--- src/rtl/pixel_fmt_pkg.sv ---
// Shared types and constants for the output pixel formatter.
// Default widths match the standard 18-bit accumulator / 8-bit pixel path.
package pixel_fmt_pkg;

    localparam int OUT_WIDTH_DEF = 8;
    localparam int FRAC_BITS_DEF = 4;
    localparam int PIX_MAX = (1 << OUT_WIDTH_DEF) - 1;
    localparam int ROUND_HALF = 1 << (FRAC_BITS_DEF - 1);

    typedef logic [OUT_WIDTH_DEF-1:0] pixel_t;

    function automatic int pix_max(input int w);
        return (1 << w) - 1;
    endfunction

    function automatic int round_half(input int f);
        return 1 << (f - 1);
    endfunction

    // A counter for n states needs at least one bit, even when n == 1.
    function automatic int cnt_w(input int n);
        return (n > 1) ? $clog2(n) : 1;
    endfunction

endpackage

--- src/rtl/round_sat.sv ---
// Rounding arithmetic shift followed by clamp into the unsigned pixel range.
// Purely combinational; sat marks either clamp direction.
module round_sat
    import pixel_fmt_pkg::*;
#(
    parameter int DATA_WIDTH = 18,
    parameter int OUT_WIDTH  = 8,
    parameter int FRAC_BITS  = 4
) (
    input  logic signed [DATA_WIDTH:0] sum,
    output logic [OUT_WIDTH-1:0]       pixel,
    output logic                       sat
);

    logic signed [DATA_WIDTH:0] shifted;
    logic signed [DATA_WIDTH:0] max_v;

    assign shifted = sum >>> FRAC_BITS;
    assign max_v   = (DATA_WIDTH+1)'(pix_max(OUT_WIDTH));

    always_comb begin
        pixel = shifted[OUT_WIDTH-1:0];
        sat   = 1'b0;
        if (shifted < 0) begin
            pixel = '0;
            sat   = 1'b1;
        end else if (shifted > max_v) begin
            pixel = '1;
            sat   = 1'b1;
        end
    end

endmodule

--- src/rtl/output_formatter.sv ---
// Two-stage round/clamp/tag pipeline presenting pixels as an AXI-Stream master.
// Frame position counters advance only on accepted input beats.
module output_formatter
    import pixel_fmt_pkg::*;
#(
    parameter int DATA_WIDTH = 18,
    parameter int OUT_WIDTH  = 8,
    parameter int FRAC_BITS  = 4,
    parameter int IMG_WIDTH  = 64,
    parameter int IMG_HEIGHT = 64
) (
    input  logic                  clk,
    input  logic                  rst,
    input  logic                  s_axis_tvalid,
    input  logic [DATA_WIDTH-1:0] s_axis_tdata,
    output logic                  s_axis_tready,
    output logic                  m_axis_tvalid,
    input  logic                  m_axis_tready,
    output logic [OUT_WIDTH-1:0]  m_axis_tdata,
    output logic                  m_axis_tuser,
    output logic                  m_axis_tlast,
    output logic                  frame_done,
    output logic                  sat_flag,
    input  logic                  sat_clr
);

    localparam int COL_W = cnt_w(IMG_WIDTH);
    localparam int ROW_W = cnt_w(IMG_HEIGHT);
    localparam logic [COL_W-1:0] COL_LAST = COL_W'(IMG_WIDTH - 1);
    localparam logic [ROW_W-1:0] ROW_LAST = ROW_W'(IMG_HEIGHT - 1);
    localparam logic [DATA_WIDTH:0] HALF = (DATA_WIDTH+1)'(round_half(FRAC_BITS));

    logic [COL_W-1:0] col;
    logic [ROW_W-1:0] row;

    logic                   v1;
    logic [DATA_WIDTH:0]    s1_sum;
    logic                   s1_sof;
    logic                   s1_eol;
    logic                   s1_eof;
    logic                   s2_eof;

    logic                   adv1;
    logic                   adv2;
    logic                   s_hs;
    logic                   m_hs;
    logic [OUT_WIDTH-1:0]   pix;
    logic                   pix_sat;
    logic                   sat_set;

    assign adv2          = !m_axis_tvalid || m_axis_tready;
    assign adv1          = !v1 || adv2;
    assign s_axis_tready = adv1;
    assign s_hs          = s_axis_tvalid && adv1;
    assign m_hs          = m_axis_tvalid && m_axis_tready;
    assign sat_set       = adv2 && v1 && pix_sat;

    round_sat #(
        .DATA_WIDTH (DATA_WIDTH),
        .OUT_WIDTH  (OUT_WIDTH),
        .FRAC_BITS  (FRAC_BITS)
    ) u_round_sat (
        .sum   ($signed(s1_sum)),
        .pixel (pix),
        .sat   (pix_sat)
    );

    always_ff @(posedge clk or posedge rst) begin
        if (rst) begin
            col <= '0;
            row <= '0;
        end else if (s_hs) begin
            if (col == COL_LAST) begin
                col <= '0;
                row <= (row == ROW_LAST) ? '0 : row + 1'b1;
            end else begin
                col <= col + 1'b1;
            end
        end
    end

    always_ff @(posedge clk or posedge rst) begin
        if (rst) begin
            v1     <= 1'b0;
            s1_sum <= '0;
            s1_sof <= 1'b0;
            s1_eol <= 1'b0;
            s1_eof <= 1'b0;
        end else if (adv1) begin
            v1 <= s_axis_tvalid;
            if (s_axis_tvalid) begin
                s1_sum <= {s_axis_tdata[DATA_WIDTH-1], s_axis_tdata} + HALF;
                s1_sof <= (col == '0) && (row == '0);
                s1_eol <= (col == COL_LAST);
                s1_eof <= (col == COL_LAST) && (row == ROW_LAST);
            end
        end
    end

    // Payload only loads with a valid beat so stalled data never changes.
    always_ff @(posedge clk or posedge rst) begin
        if (rst) begin
            m_axis_tvalid <= 1'b0;
            m_axis_tdata  <= '0;
            m_axis_tuser  <= 1'b0;
            m_axis_tlast  <= 1'b0;
            s2_eof        <= 1'b0;
        end else if (adv2) begin
            m_axis_tvalid <= v1;
            if (v1) begin
                m_axis_tdata <= pix;
                m_axis_tuser <= s1_sof;
                m_axis_tlast <= s1_eol;
                s2_eof       <= s1_eof;
            end
        end
    end

    always_ff @(posedge clk or posedge rst) begin
        if (rst) begin
            frame_done <= 1'b0;
            sat_flag   <= 1'b0;
        end else begin
            frame_done <= m_hs && s2_eof;
            if (sat_set) begin
                sat_flag <= 1'b1;
            end else if (sat_clr) begin
                sat_flag <= 1'b0;
            end
        end
    end

endmodule

--- config.mk ---
export PLATFORM = sky130hd
export DESIGN_NAME = output_formatter
export DESIGN_NICKNAME = d
export VERILOG_FILES = /design/src/rtl/pixel_fmt_pkg.sv /design/src/rtl/round_sat.sv /design/src/rtl/output_formatter.sv
export SDC_FILE = /design/constraint.sdc
export NUM_CORES = 1
export LEC_CHECK = 0
export ABC_AREA = 1
export CORE_MARGIN = 3
export CORE_UTILIZATION = 35
export DETAILED_ROUTE_END_ITERATION = 16
export SKIP_CTS_REPAIR_TIMING = 1
export SYNTH_ARGS = -nofsm -noshare
export SYNTH_HDL_FRONTEND = slang
export SYNTH_SLANG_ARGS = --single-unit
--- constraint.sdc ---
create_clock -name clk -period 1.8 [get_ports clk]
set_input_delay 0.36 -clock clk [delete_from_list [all_inputs] [get_ports clk]]
set_output_delay 0.36 -clock clk [all_outputs]
set_load 0.01 [all_outputs]
# Word level (Yosys, flattened, before mapping)
# Cells that the tools add are included.
# totals
ff_bits,49
out_inout_bits,14
wordCells,46
# classes
n_addsub,3
order_cmp,2
n_eq_ne,2
mux,8
n_reduce_logical,17
# op_table
op,count
"adder 18 x 5 -> 19 bit, second input constant",1
two-way mux 8 bit,2
"greater-than comparator 15 x 9 -> 1 bit, second input constant",1
"less-than comparator 15 x 1 -> 1 bit, second input constant",1
"adder 6 x 1 -> 6 bit, second input constant",2
"equality test 6 bit, second input constant",2
zero test 6 bit,2
two-way mux 6 bit,2
logical AND 1 bit,7
AND reduction 2 bit,3
two-way mux 1 bit,4
zero test 1 bit,2
logical OR 1 bit,2
nonzero test 2 bit,1

# Depth between registers and ports, before layout
# Gate-level depths: netlist of run 1.
# logic_depth
ltp_word,5
ltp_mapped,8
ltp_nobuf,7

# Cells and area by module
# Synthesis of run 1 repeated with hierarchy kept, for this count alone.
# unflattened
hier_cells,306
hier_area_um2,2595.0
# by_module_without_submodules
mod,instances,cells_per_inst,area_per_inst_um2,seq_area_each_um2
output_formatter,1,284,2501.1,1226.2
round_sat,1,22,93.8,0.0

# Least setup slack after synthesis of run 1
# OpenSTA, ideal clock, no wires.
# synth_path
kind,input to register
from,input port s_axis_tdata[3]
to,register s1_sum[17]
t_arrival_ns,1.065
required_ns,1.671
slack_ns,0.606
stages,6
path_buffers,0
cell_sequence,ha_1 -> nand3_1 -> inv_1 -> nand3_1 -> o21ai_0 -> nand3_1
# synth_between
elab_chain_cells,1
# synth_rtl
item,line_no,text
from (decl),output_formatter.sv:15,"input logic [DATA_WIDTH-1:0] s_axis_tdata,"
adder 18 x 5 -> 19 bit,output_formatter.sv:92,"s1_sum <= {s_axis_tdata[DATA_WIDTH-1], s_axis_tdata} + HALF;"
to (signal assigned),output_formatter.sv:92,
to (decl),output_formatter.sv:37,logic [DATA_WIDTH:0] s1_sum;
# No other way between the ends.
# A chain may end at the register's enable or synchronous reset.

# Final worst setup path of run 1
# layout_path
from,register m_axis_tvalid
to,output port m_axis_tvalid
# layout_lines
item,line_no,text
from (decl),output_formatter.sv:17,"output logic m_axis_tvalid,"
from (signal assigned),output_formatter.sv:109,m_axis_tvalid <= v1;
# No word-level cell between the ends.

==> impl_metrics.csv, run 1 <==
group,metric,value,unit
sta,slew_violations,0,
pwr,finalPower,3.06,mW
critical_path,max_stage_delay,0.55,ns
cells_and_area,fin_area,0.00301,mm2
cells_and_area,fill_cells,640,
pwr,p_seq_share,46.1,%
routing,avgViaCountPerCell,4.75,
critical_path,worstPathArrival,1.25,ns
synth,ys_seq_elements,45,
cells_and_area,final_cell_mix,"nand2_1, dfrtp_1, clkdlybuf4s50_1, inv_1, o21ai_0",
floorplan,dieArea,0.00767,mm2
routing,drtAntennaViolNets,0,
hold_path,hold_class,"primary input to asynchronous set/reset pin",
sta,tightest_slew,0.438,ns
synth,synth-edff-count,0,
floorplan,io_pins,37,
placed_design,place_congestion,0.758,
synth,synth_area,0.00233,mm2
routing,drt_wl_total,4950,um
pwr,peakVddDrop,0.000439,V
grt,grt_first_pass_wirelength,8660,um
critical_path,start_kind,"flip-flop",
clock_network,cts_tree,"yes",
clock_network,cts_buffers,5,
synth,synth_area_leaders,"dfrtp_1, nand2_1, o21ai_0",
pwr,clock_power_share,26.3,%
placed_design,io_buffer_count,33,
cells_and_area,layout.nets,377,
routing,first_pass_iters,4,
pwr,p_per_area,1020,mW/mm2
synth,ys_seq_area_share,48.4,%
floorplan,die_w,87.6,um
routing,drt-wirelength-per-cell,11.6,um
sta,rsz0062_at_grt,"no",
synth,synthFlopType,"dfrtp_1",
placed_design,dp_hpwl,3690,um
sta,finClkSkew,0.00920,ns
clock_network,cts-root-buf,"clkbuf_8",
clock_network,clock_sinks,45,
synth,yosysTopAreaCell,"dfrtp_1",
synth,ys_async_sr_fraction,100,%
clock_network,worstSkewPairLatency,0.30,ns
routing,first_iter_violations,102,
critical_path,cp_cell_sequence,"clkdlybuf4s50_1",
clock_network,clock_path_buffers,2,
grt,grtUsageTotal,14.1,%
synth,syn_inst,295,
clock_network,cts-htree-levels,2,
sta,fin_crit_sh,89.4,%
pwr,swShare,32.0,%
synth,yosysUniqueCellTypes,27,
critical_path,crit_start,"m_axis_tvalid$_DFFE_PP0P_",
floorplan,initial_core_util,36.5,%
cells_and_area,multi_input_area,0.00104,mm2
cells_and_area,area_growth,29.3,%
critical_path,r2r_start,"row[0]$_DFFE_PP0P_",
grt,overflow,0,
flow_run,max_cap_violations,0,
cells_and_area,drive_above_1_share,10.3,%
sta,relSlewSlack,70.7,%
floorplan,die-height,87.6,um
routing,drc,0,
cells_and_area,ff_latch_area,0.00113,mm2
sta,hold_violations,0,
pwr,p_leak,1.48,nW
critical_path,timing.critical_path.buf_inv,1,
critical_path,cp-end-kind,"output port",
synth,synth_top_area_share,48.4,%
synth,synth_nets,323,
sta,fmax,622,MHz
floorplan,core-area,0.00639,mm2
critical_path,cp_max_fo,4,
critical_path,required,1.44,ns
pwr,intPower,2.08,mW
critical_path,slowest_stage,"clkdlybuf4s50_1",
critical_path,cp_top_family,"buffers and inverters",
cells_and_area,final_common_cell,"nand2_1",
pwr,power_frac_comb,27.6,%
sta,setup_viol,0,
synth,syn_avg_cell_area,7.89,um2
routing,vias,2030,
sta,fin_setup_tns,0,ns
critical_path,crit_type,"flip-flop to output port",
grt,grt_pass1_vias,1910,
placed_design,dpl_cell_area,0.00289,mm2
sta,min_period,1.61,ns
pwr,p_sw,0.980,mW
outcome,status,"finished, final reports clean",
grt,antenna_found_initial,0,
grt,grt_max_degree,46,
cells_and_area,diodes,0,
synth,yosys_warnings,0,
clock_network,path_clk_slew,0.09,ns
floorplan,core.rowCount,29,
[final cells by class]
cell class | count | share of cell area, %
Sequential cell | 45 | 37.4
Clock buffer | 6 | 2.74
Clock inverter | 2 | 1.25
Inverter | 31 | 3.87
Tap cell | 77 | 3.20
Timing Repair Buffer | 53 | 16.9
Multi-Input combinational cell | 213 | 34.7
[flip-flops by register name (all words and copies together) (netlist names), 6 cells and up]
register	count
col	6
m_axis_tdata	8
row	6
s1_sum	15
[tightest hold or removal path, delay by kind of cell]
kind,cells,cell delay (ns)
buffers and inverters,3,0.72
[power groups by stage]
| stage | Combinational, mW | Clock, mW | Sequential, mW |
|---|---|---|---|
| finish | 0.846 | 0.805 | 1.41 |
| CTS | 0.862 | 0.831 | 1.42 |
| floorplan | 0.474 | 0 | 1.43 |
| detailed placement | 0.861 | 0 | 1.43 |
| global placement | 0.839 | 0 | 1.43 |
| global route | 0.961 | 0.875 | 1.46 |
[Yosys cell counts, types with 2 or more instances]
library cell and count:
ha_1 5, buf_6 2, nor2_1 20, buf_2 4, nor3_1 2, o21ai_0 24, nand3_1 23, xnor2_1 3
o21bai_1 4, nor2_2 2, inv_1 29, a21oi_1 2, dfrtp_1 45, nand4_1 10, nand2_1 105, xor2_1 4
[routing by layer]
| layer | global-route usage (%) | up-vias | wire, um |
|---|---|---|---|
| met5 | 0 | - | 0 |
| met4 | 4.60 | 0 | 74 |
| met3 | 2.54 | 7 | 210 |
| met2 | 21.5 | 43 | 2120 |
| met1 | 20.4 | 925 | 2540 |
| li1 | - | 1055 | - |
[kinds of logic (layout without fill, tap and decap cells)]
family / Yosys count / in the layout / share of synthesized area, %
flip-flops: 45 / 45 / 48.4
XOR/XNOR: 7 / 7 / 2.63
buffers and inverters: 37 / 92 / 6.82
AO/OA/AOI/OAI: 33 / 33 / 7.85
AND/OR/NAND/NOR: 168 / 168 / 31.6
adder cells (fa/ha/maj): 5 / 5 / 2.69
[through the flow]
step           instances  hold slack [ns]  util (%)  worst slack (ns)
3_3_place_gp         419            0.456      45.2           -0.0445
2_1_floorplan        295            0.442         -             0.381
3_5_place_dp         419            0.458      45.2           -0.0764
5_1_grt              427            0.426      47.1            0.0818
6_report             427            0.399      47.1             0.192
4_1_cts              427            0.411      47.1           -0.0498
[final timing paths]
| path | to | slack (ns) | cells after the start |
|---|---|---|---|
| min in group clk | s2_eof$_DFFE_PP0P_ | 0.48 | 2 |
| hold / removal | row[4]$_DFFE_PP0P_ | 0.40 | 3 |
| max in group asynchronous | col[3]$_DFFE_PP0P_ | 1.17 | 3 |
| hold reg to reg | s2_eof$_DFFE_PP0P_ | 0.48 | 2 |
| setup / recovery | m_axis_tvalid | 0.19 | 1 |
| setup reg to reg | s1_eof$_DFFE_PP0P_ | 0.45 | 6 |
Note: power is estimated with default switching activity, not from simulation.
==> run 2: changes to the inputs <==
--- a/config.mk
+++ b/config.mk
@@ -6,10 +6,11 @@
 export NUM_CORES = 1
 export LEC_CHECK = 0
 export ABC_AREA = 1
-export CORE_MARGIN = 3
+export CORE_MARGIN = 2
 export CORE_UTILIZATION = 35
 export DETAILED_ROUTE_END_ITERATION = 16
 export SKIP_CTS_REPAIR_TIMING = 1
+export SLEW_MARGIN = 40
 export SYNTH_ARGS = -nofsm -noshare
 export SYNTH_HDL_FRONTEND = slang
 export SYNTH_SLANG_ARGS = --single-unit
==> impl_metrics.csv, run 2 (synthesis gave the netlist of run 1 again) <==
group,metric,value,unit
sta,fmax,619,MHz
floorplan,initial_core_util,36.5,%
critical_path,required,1.44,ns
grt,grt_pass1_vias,1892,
routing,vias,2025,
sta,tightest_slew,0.371,ns
clock_network,cts-htree-levels,2,
floorplan,die-height,85.6,um
grt,antenna_found_initial,0,
routing,first_pass_iters,4,
sta,rsz0062_at_grt,"no",
critical_path,timing.critical_path.buf_inv,1,
sta,hold_violations,0,
critical_path,r2r_slack,0.45,ns
critical_path,reg2reg_to,"row[2]$_DFFE_PP0P_",
floorplan,core-area,0.00639,mm2
outcome,status,"finished, final reports clean",
cells_and_area,layout.nets,378,
cells_and_area,diodes,0,
cells_and_area,drive_above_1_share,10.5,%
cells_and_area,area_growth,28.4,%
hold_path,hold_class,"primary input to asynchronous set/reset pin",
placed_design,dpl_cell_area,0.00290,mm2
floorplan,dieArea,0.00732,mm2
critical_path,cp_max_fo,4,
cells_and_area,final_common_cell,"nand2_1",
critical_path,max_stage_delay,0.55,ns
cells_and_area,top_register,"s1_sum",
routing,first_iter_violations,94,
pwr,p_leak,1.46,nW
placed_design,place_congestion,0.794,
floorplan,die_w,85.6,um
placed_design,place_ws,-0.105,ns
critical_path,r2r_cells,6,
cells_and_area,largestRegisters,"s1_sum x15, m_axis_tdata x8",
routing,drt_wl_total,5000,um
clock_network,cts_tree,"yes",
routing,avgViaCountPerCell,4.73,
sta,slew_violations,0,
routing,drtAntennaViolNets,0,
clock_network,clock_sinks,45,
critical_path,crit_type,"flip-flop to output port",
sta,relSlewSlack,75.2,%
sta,fin_crit_sh,89.7,%
grt,grtUsageTotal,14.7,%
sta,setup_viol,0,
clock_network,cts_buffers,5,
critical_path,start_kind,"flip-flop",
placed_design,dp_hpwl,3710,um
sta,fin_ws,0.186,ns
floorplan,io_pins,37,
cells_and_area,largest_reg_flops,15,
critical_path,worstPathArrival,1.25,ns
cells_and_area,fin_area,0.00299,mm2
routing,drt-wirelength-per-cell,11.7,um
clock_network,cts-root-buf,"clkbuf_8",
clock_network,clock_path_buffers,2,
critical_path,cp_top_family,"buffers and inverters",
critical_path,r2r_start,"col[0]$_DFFE_PP0P_",
critical_path,cp-end-kind,"output port",
critical_path,slowest_stage,"clkdlybuf4s50_1",
sta,finClkSkew,0.00642,ns
sta,min_period,1.61,ns
clock_network,path_clk_slew,0.09,ns
critical_path,cp_cell_sequence,"clkdlybuf4s50_1",
clock_network,worstSkewPairLatency,0.30,ns
grt,grt_first_pass_wirelength,8620,um
cells_and_area,final_cell_mix,"nand2_1, dfrtp_1, clkdlybuf4s50_1, inv_1, o21ai_0",
pwr,peakVddDrop,0.000595,V
flow_run,max_cap_violations,0,
grt,grt_max_degree,46,
routing,drc,0,
pwr,p_per_area,973,mW/mm2
floorplan,core.rowCount,29,
pwr,finalPower,2.91,mW
grt,overflow,0,
placed_design,io_buffer_count,33,
run 2: through the flow:
stage	hold WS (ns)	utilization (%)	TNS, ns	instances
3_5_place_dp	0.464	45.3	-0.204	420
5_1_grt	0.424	46.8	0	428
3_3_place_gp	0.460	45.3	-0.176	420
4_1_cts	0.412	46.8	-0.0380	428
6_report	0.403	46.8	0	428
2_1_floorplan	0.442	-	0	295
run 2: worst max path at each step:
stage / startpoint / end / slack (ns) / cells past startpoint
after floorplan: rst / col[0]$_DFFE_PP0P_ / 0.38 / 1
after CTS: m_axis_tready / s_axis_tready / -0.04 / 4
after detailed placement: s_axis_tdata[8] / s1_sum[18]$_DFFE_PP0P_ / -0.11 / 7
final: m_axis_tvalid$_DFFE_PP0P_ / m_axis_tvalid / 0.19 / 1
after global placement: s_axis_tdata[8] / s1_sum[18]$_DFFE_PP0P_ / -0.11 / 7
after global routing: s_axis_tdata[8] / s1_sum[18]$_DFFE_PP0P_ / 0.08 / 7
run 2: power breakdown:
part           leakage [nW]  total, mW  switching, mW  internal (mW)
Combinational         0.869      0.853          0.450          0.404
Sequential            0.557       1.42          0.186           1.23
Clock                0.0364      0.638          0.365          0.273
run 2: area by class of cell:
cell class,count,area [um2]
sequential,45,1130
fill,635,3400
clock buffer,5,68.8
timing repair buffer,54,515
inverter,31,116
clock inverter,3,22.5
multi-input combinational,213,1040
tap,77,96.3
run 2: routing by layer:
| metal | wire length, um | up-vias | part of all wire [%] | GRT usage (%) |
|---|---|---|---|---|
| li1 | - | 1059 | - | - |
| met1 | 2650 | 923 | 53 | 21.6 |
| met2 | 2100 | 37 | 42 | 21.7 |
| met3 | 179 | 6 | 3.6 | 3.37 |
| met4 | 59 | 0 | 1.2 | 3.90 |
| met5 | 0 | - | 0 | 0 |
